--- config.mk ---
export PLATFORM = sky130hd
export DESIGN_NAME = launch_sequencer_flat
export DESIGN_NICKNAME = d
export VERILOG_FILES = /design/src/rtl/launch_pkg.sv /design/src/rtl/launch_sequencer_if.sv /design/src/rtl/launch_sequencer_tick_gen.sv /design/src/rtl/launch_sequencer.sv /design/src/flat_wrapper.sv
export SDC_FILE = /design/constraint.sdc
export NUM_CORES = 1
export LEC_CHECK = 0
export CAP_MARGIN = 20
export CORE_ASPECT_RATIO = 1.25
export CORE_MARGIN = 2
export CORE_UTILIZATION = 52
export DETAILED_ROUTE_END_ITERATION = 10
export HOLD_SLACK_MARGIN = 0.06
export PLACE_DENSITY = 0.71
export SYNTH_ARGS = -nofsm -noshare
export SYNTH_HDL_FRONTEND = slang
export SYNTH_SLANG_ARGS = --single-unit
export TNS_END_PERCENT = 100
--- constraint.sdc ---
create_clock -name clk -period 2 [get_ports clk]
set_input_delay 0.4 -clock clk [delete_from_list [all_inputs] [get_ports clk]]
set_output_delay 0.4 -clock clk [all_outputs]
set_load 0.02 [all_outputs]
--- src/rtl/launch_pkg.sv ---
// launch_pkg: shared definitions for the launch sequencer.
//   - STATE_W   : width of the FSM state code presented on state_o
//   - state_t   : FSM state encodings (IDLE=0 .. ABORT=4; 5..7 illegal)
//   - presc_width(): prescaler counter width for a CLK_HZ/TICK_HZ divider
package launch_pkg;

    localparam int STATE_W = 3;

    typedef enum logic [STATE_W-1:0] {
        ST_IDLE   = 3'd0,
        ST_ARMED  = 3'd1,
        ST_COUNT  = 3'd2,
        ST_IGNITE = 3'd3,
        ST_ABORT  = 3'd4
    } state_t;

    // Width of a counter that must reach DIV-1, where DIV = clk_hz/tick_hz.
    // Never below 1 so the smallest legal divider (2) still gets a bit.
    function automatic int presc_width(input int clk_hz, input int tick_hz);
        int div_v;
        div_v = clk_hz / tick_hz;
        if (div_v <= 2) begin
            return 1;
        end else begin
            return $clog2(div_v);
        end
    endfunction

endpackage

--- src/rtl/launch_sequencer_if.sv ---
// launch_sequencer_if: front-panel request pulses and sequencer status.
//   master : drives arm/launch/abort pulses, observes status
//   slave  : the sequencer; consumes pulses, drives count_val, state_o,
//            armed, ignite, aborted, done_pulse
interface launch_sequencer_if #(
    parameter int CNT_W = 4
) ();
    import launch_pkg::*;

    logic               arm_pulse;
    logic               launch_pulse;
    logic               abort_pulse;
    logic [CNT_W-1:0]   count_val;
    logic [STATE_W-1:0] state_o;
    logic               armed;
    logic               ignite;
    logic               aborted;
    logic               done_pulse;

    modport master (
        output arm_pulse, launch_pulse, abort_pulse,
        input  count_val, state_o, armed, ignite, aborted, done_pulse
    );

    modport slave (
        input  arm_pulse, launch_pulse, abort_pulse,
        output count_val, state_o, armed, ignite, aborted, done_pulse
    );

endinterface

--- src/rtl/launch_sequencer_tick_gen.sv ---
// tick_gen: free-running divide-by-DIV prescaler.
//   clk  : clock
//   rst  : synchronous active-high reset (counter -> 0)
//   clr  : synchronous clear (counter -> 0), restarts the tick period
//   tick : high for one cycle while the counter sits at DIV-1
// After a clear or reset the first tick appears DIV cycles later.
module tick_gen #(
    parameter int DIV = 2,
    parameter int W   = (DIV <= 2) ? 1 : $clog2(DIV)
) (
    input  logic clk,
    input  logic rst,
    input  logic clr,
    output logic tick
);

    logic [W-1:0] presc_r;

    // Terminal-count decode of the prescaler register.
    assign tick = (presc_r == W'(DIV - 1));

    // Prescaler: counts 0..DIV-1 and wraps; reset/clear restart the period.
    always_ff @(posedge clk) begin
        if (rst) begin
            presc_r <= '0;
        end else if (clr || tick) begin
            presc_r <= '0;
        end else begin
            presc_r <= presc_r + W'(1);
        end
    end

endmodule

--- src/rtl/launch_sequencer.sv ---
// launch_sequencer: launch-control FSM (IDLE, ARMED, COUNT, IGNITE, ABORT).
//   clk, rst : clock and synchronous active-high reset
//   bus      : launch_sequencer_if.slave -- arm/launch/abort pulses in;
//              count_val, state_o, armed, ignite, aborted, done_pulse out
// All outputs are registered. Same-cycle priority is abort > launch > arm.
// Build option ARM_TIMEOUT_EN: ARMED auto-disarms after ARM_TIMEOUT_TICKS
// ticks without launch/abort; when undefined ARMED waits indefinitely.
module launch_sequencer
    import launch_pkg::*;
#(
    parameter int CLK_HZ            = 12000000,
    parameter int TICK_HZ           = 1,
    parameter int COUNT_START       = 10,
    parameter int CNT_W             = 4,
    parameter int IGNITE_TICKS      = 3,
    parameter int ARM_TIMEOUT_TICKS = 30
) (
    input  logic                clk,
    input  logic                rst,
    launch_sequencer_if.slave   bus
);

    localparam int DIV     = CLK_HZ / TICK_HZ;
    localparam int PRESC_W = presc_width(CLK_HZ, TICK_HZ);
    // One phase-tick counter serves both the ignition hold and the arm timeout.
    localparam int TMAX    = (IGNITE_TICKS > ARM_TIMEOUT_TICKS) ? IGNITE_TICKS : ARM_TIMEOUT_TICKS;
    localparam int TCNT_W  = $clog2(TMAX + 1);

    state_t             state_r, state_n;
    logic [CNT_W-1:0]   count_r, count_n;
    logic [TCNT_W-1:0]  tcnt_r;
    logic               armed_r, ignite_r, aborted_r, done_r;
    logic               tick_s;
    logic               trans_s;

    // Any state change restarts both the prescaler and the phase-tick count.
    assign trans_s = (state_n != state_r);

    tick_gen #(
        .DIV (DIV),
        .W   (PRESC_W)
    ) u_tick_gen (
        .clk  (clk),
        .rst  (rst),
        .clr  (trans_s),
        .tick (tick_s)
    );

    // Next-state and next-count decode.
    always_comb begin
        state_n = state_r;
        count_n = count_r;
        case (state_r)
            ST_IDLE: begin
                count_n = CNT_W'(COUNT_START);
                if (bus.arm_pulse) begin
                    state_n = ST_ARMED;
                end else begin
                    state_n = ST_IDLE;
                end
            end
            ST_ARMED: begin
                if (bus.abort_pulse) begin
                    state_n = ST_IDLE;
                end else if (bus.launch_pulse) begin
                    state_n = ST_COUNT;
                    count_n = CNT_W'(COUNT_START);
`ifdef ARM_TIMEOUT_EN
                end else if (tick_s && (tcnt_r == TCNT_W'(ARM_TIMEOUT_TICKS - 1))) begin
                    state_n = ST_IDLE;
`endif
                end else begin
                    state_n = ST_ARMED;
                end
            end
            ST_COUNT: begin
                if (bus.abort_pulse) begin
                    state_n = ST_ABORT;
                end else if (tick_s) begin
                    if (count_r == CNT_W'(1)) begin
                        count_n = CNT_W'(0);
                        state_n = ST_IGNITE;
                    end else if (count_r != CNT_W'(0)) begin
                        count_n = count_r - CNT_W'(1);
                    end else begin
                        count_n = count_r;
                    end
                end else begin
                    state_n = ST_COUNT;
                end
            end
            ST_IGNITE: begin
                if (tick_s && (tcnt_r == TCNT_W'(IGNITE_TICKS - 1))) begin
                    state_n = ST_IDLE;
                    count_n = CNT_W'(COUNT_START);
                end else begin
                    state_n = ST_IGNITE;
                end
            end
            ST_ABORT: begin
                if (bus.arm_pulse) begin
                    state_n = ST_IDLE;
                    count_n = CNT_W'(COUNT_START);
                end else begin
                    state_n = ST_ABORT;
                end
            end
            default: begin
                state_n = ST_IDLE;
                count_n = CNT_W'(COUNT_START);
            end
        endcase
    end

    // Phase-tick counter: ticks seen since entering the current state.
    always_ff @(posedge clk) begin
        if (rst) begin
            tcnt_r <= '0;
        end else if (trans_s) begin
            tcnt_r <= '0;
        end else if (tick_s) begin
            tcnt_r <= tcnt_r + TCNT_W'(1);
        end else begin
            tcnt_r <= tcnt_r;
        end
    end

    // State, count and registered status flags.
    always_ff @(posedge clk) begin
        if (rst) begin
            state_r   <= ST_IDLE;
            count_r   <= CNT_W'(COUNT_START);
            armed_r   <= 1'b0;
            ignite_r  <= 1'b0;
            aborted_r <= 1'b0;
            done_r    <= 1'b0;
        end else begin
            state_r   <= state_n;
            count_r   <= count_n;
            armed_r   <= (state_n == ST_ARMED) || (state_n == ST_COUNT);
            ignite_r  <= (state_n == ST_IGNITE);
            aborted_r <= (state_n == ST_ABORT);
            done_r    <= (state_r == ST_IGNITE) && (state_n == ST_IDLE);
        end
    end

    assign bus.count_val  = count_r;
    assign bus.state_o    = state_r;
    assign bus.armed      = armed_r;
    assign bus.ignite     = ignite_r;
    assign bus.aborted    = aborted_r;
    assign bus.done_pulse = done_r;

endmodule

--- src/flat_wrapper.sv ---
// flat-port wrapper written by rule: the top's interface ports become plain ports
module launch_sequencer_flat import launch_pkg::*;
#(
    parameter int CLK_HZ            = 12000000,
    parameter int TICK_HZ           = 1,
    parameter int COUNT_START       = 10,
    parameter int CNT_W             = 4,
    parameter int IGNITE_TICKS      = 3,
    parameter int ARM_TIMEOUT_TICKS = 30
)
  (clk, rst, bus_arm_pulse, bus_launch_pulse, bus_abort_pulse, bus_count_val, bus_state_o, bus_armed, bus_ignite, bus_aborted, bus_done_pulse);
  launch_sequencer_if #(.CNT_W(CNT_W)) bus_i ();
  input  logic clk;
  input  logic rst;
  input wire logic [$bits(bus_i.arm_pulse)-1:0] bus_arm_pulse;
  input wire logic [$bits(bus_i.launch_pulse)-1:0] bus_launch_pulse;
  input wire logic [$bits(bus_i.abort_pulse)-1:0] bus_abort_pulse;
  output wire logic [$bits(bus_i.count_val)-1:0] bus_count_val;
  output wire logic [$bits(bus_i.state_o)-1:0] bus_state_o;
  output wire logic [$bits(bus_i.armed)-1:0] bus_armed;
  output wire logic [$bits(bus_i.ignite)-1:0] bus_ignite;
  output wire logic [$bits(bus_i.aborted)-1:0] bus_aborted;
  output wire logic [$bits(bus_i.done_pulse)-1:0] bus_done_pulse;
  assign bus_i.arm_pulse = bus_arm_pulse;
  assign bus_i.launch_pulse = bus_launch_pulse;
  assign bus_i.abort_pulse = bus_abort_pulse;
  assign bus_count_val = bus_i.count_val;
  assign bus_state_o = bus_i.state_o;
  assign bus_armed = bus_i.armed;
  assign bus_ignite = bus_i.ignite;
  assign bus_aborted = bus_i.aborted;
  assign bus_done_pulse = bus_i.done_pulse;
  launch_sequencer #(.CLK_HZ(CLK_HZ), .TICK_HZ(TICK_HZ), .COUNT_START(COUNT_START), .CNT_W(CNT_W), .IGNITE_TICKS(IGNITE_TICKS), .ARM_TIMEOUT_TICKS(ARM_TIMEOUT_TICKS)) u_core (.clk(clk), .rst(rst), .bus(bus_i));
endmodule
==> impl_metrics.json <==
{
  "status": "complete, no violations",
  "drv_slew": 0,
  "fin_skew_ns": 0.00327,
  "reg2reg_depth": 6,
  "start_util": 0.547,
  "vias": 1900,
  "wire_per_inst_um": 13.0,
  "gp_congestion": 0.882,
  "path_class": "register to register",
  "synthTopCellsByCount": "dfxtp_1 (40), nor2_1 (40), xor2_1 (15)",
  "rrSetupSlack_ns": 0.007,
  "cp.arrival_ns": 2.16,
  "leakage_nw": 0.946,
  "rsz0062_at_grt": "true",
  "crit_path_start_kind": "register",
  "portBuffers": 15,
  "root_buffer": "clkbuf_8",
  "path_max_fanout": 3,
  "synthTopCellsByArea": "dfxtp_1 (38%), nor2_1 (7.1%), xor2_1 (6.2%), xnor2_1 (4.6%), nor3_1 (3.3%)",
  "cts_buffers": 5,
  "drc": 0,
  "clock_latency_ns": 0.29,
  "grt_start_max_net_pins": 25,
  "place_hpwl_mm": 3.35,
  "end_kind": "register",
  "ant_nets": 0,
  "netlist_area_um2": 2100,
  "finalPower_w": 0.00148,
  "layout.nets": 301,
  "slew_headroom": 0.734,
  "die_h_um": 75.1,
  "drive_above_1_share": 0.185,
  "avgSynthCellArea_um2": 8.55,
  "ys_ff_latch": 40,
  "setup_viol": 0,
  "row_count": 25,
  "area_growth_pct": 26.6,
  "drt-initial-drc-count": 64,
  "cts_tree": "done",
  "clk_path_buf_depth": 2,
  "firstDrtPassIters": 4,
  "seq_area_frac_synth": 0.380,
  "grt_overflow_total": 0,
  "post_cts_buffers": 0,
  "tightestPinTransition_ns": 0.399,
  "cts.sinks": 40,
  "crit_start": "u_core.tcnt_r[0]$_SDFFE_PP0N_",
  "grt_pass1_wl_mm": 7.59,
  "synthFlopType": "dfxtp_1",
  "grt_util_all_layers": 0.221,
  "yosys_warnings": 0,
  "max_cap_viol_count": 0,
  "clk_pin_slew_worst_paths_ns": 0.07,
  "die_w_um": 60.9,
  "hold_viol": 0,
  "r2r-end": "u_core.bus.state_o[0]$_SDFF_PP0_",
  "htree_levels": 2,
  "grt_pass1_vias": 1740,
  "power.density_nw_per_um2": 556,
  "postCtsHoldBufs": 0,
  "r2r_start": "u_core.tcnt_r[0]$_SDFFE_PP0N_",
  "synth_top_area_frac": 0.380,
  "synth_nets": 256,
  "synth.distinct_cells": 49,
  "post-route-util": 0.692,
  "synthArstFlopShare": 0,
  "hold_ws_ns": 0.472,
  "synth_edf_count": 0,
  "antenna_found_initial": 0,
  "n_antenna_cell": 0,
  "fin_crit_ns": 1.99,
  "ir_drop_uv": 385,
  "synthCells": 246,
  "pin_count": 16,
  "finalCritPeriodShare": 0.997,
  "max_freq_ghz": 0.502,
  "endpoint": "u_core.bus.state_o[0]$_SDFF_PP0_",
  "routed_wl_mm": 4.51,
  "cp.required_ns": 2.17,
  "core_area_um2": 3850,
  "die_area_um2": 4580,
  "viasPerCell": 5.49,
  "synth_top_cell_by_area": "dfxtp_1",
  "min_path_type": "register to register"
}
logic make-up after synthesis:
family,Yosys count,synth area share
buffers and inverters,16,0.0303
flip-flops,40,0.381
AO/OA/AOI/OAI,29,0.105
AND/OR/NAND/NOR,129,0.341
adder cells (fa/ha/maj),5,0.0297
multiplexers,1,0.00535
XOR/XNOR,26,0.108
report_power, final:
part	switching, W	internal, W	total [W]
clock	0.000261	0.000281	0.000542
sequential	0.00000669	0.000804	0.000811
combinational	0.0000705	0.0000588	0.000129
total	0.000338	0.00114	0.00148
worst max-delay path, cell delays in order (launching register included):
cell and delay [ns]:
dfxtp_1 0.32, inv_1 0.05, ha_1 0.14, or4b_4 0.49, or4_4 0.53, a22oi_2 0.24, a21oi_1 0.10
layout make-up:
type                       count  area, um2
sequential                    40        802
clock buffer                   8       90.1
fill                         323       1180
tap                           54       67.6
inverter                       7       26.3
timing repair buffer          47        403
multi-input combinational    190       1270
through the flow:
step	instance area, um2	std cells	setup TNS [ns]	worst slack, ns
4_1_cts	2640	346	0	0.0104
2_1_floorplan	2110	246	0	0.0346
3_5_place_dp	2540	338	-0.0269	-0.0258
5_1_grt	2660	346	-0.118	-0.0435
6_report	2660	346	0	0.00688
3_3_place_gp	2540	338	0	0.00881
routing by layer:
metal,track usage,vias up,part of all wire
li1,-,969,-
met1,0.251,877,0.42
met2,0.397,45,0.52
met3,0.0584,9,0.041
met4,0.0725,0,0.016
met5,0,-,0
sequential cells by signal, indices dropped and copies added, names as in the netlist:
register / count
u_core.bus.state_o: 3
u_core.bus.armed: 1
u_core.tcnt_r: 5
u_core.bus.ignite: 1
u_core.bus.count_val: 4
u_core.bus.aborted: 1
u_core.bus.done_pulse: 1
u_core.u_tick_gen.presc_r: 24
layout by cell type (no fill, tap or decap), drive strengths merged, types with 2 or more instances in the layout:
master	Yosys	routed
dfxtp	40	40
and3	4	4
or3	2	2
xnor2	11	11
nor4	6	6
ha	5	5
nand3	13	13
and4	4	4
inv	7	7
xor2	15	15
o21ai	3	3
nand2b	3	3
a21o	2	2
nand4	9	9
a21oi	9	9
nand2	14	14
nor2	40	40
or4b	3	3
nor3	14	14
a211oi	3	3
and2	2	2
clkbuf	6	8
a211o	2	2
clkdlybuf4s50	0	15
nor3b	2	2
a31oi	2	2
buf	3	32
nor2b	3	3
nor4b	4	4
what timing repair did:
item                       4_1_cts  5_1_grt
pin swaps                        1        2
gates resized for setup          0        5
setup endpoints to repair        1        5
worst min path at each step:
stage                                            startpoint                                       to  slack (ns)  depth (start not counted)
global route        u_core.u_tick_gen.presc_r[0]$_SDFF_PP0_  u_core.u_tick_gen.presc_r[0]$_SDFF_PP0_        0.51                          1
global placement    u_core.u_tick_gen.presc_r[0]$_SDFF_PP0_  u_core.u_tick_gen.presc_r[0]$_SDFF_PP0_        0.44                          1
CTS                 u_core.u_tick_gen.presc_r[0]$_SDFF_PP0_  u_core.u_tick_gen.presc_r[0]$_SDFF_PP0_        0.47                          1
floorplan           u_core.u_tick_gen.presc_r[0]$_SDFF_PP0_  u_core.u_tick_gen.presc_r[0]$_SDFF_PP0_        0.42                          1
finish              u_core.u_tick_gen.presc_r[0]$_SDFF_PP0_  u_core.u_tick_gen.presc_r[0]$_SDFF_PP0_        0.47                          1
detailed placement  u_core.u_tick_gen.presc_r[0]$_SDFF_PP0_  u_core.u_tick_gen.presc_r[0]$_SDFF_PP0_        0.46                          1
(Power assumes the default switching activity.)
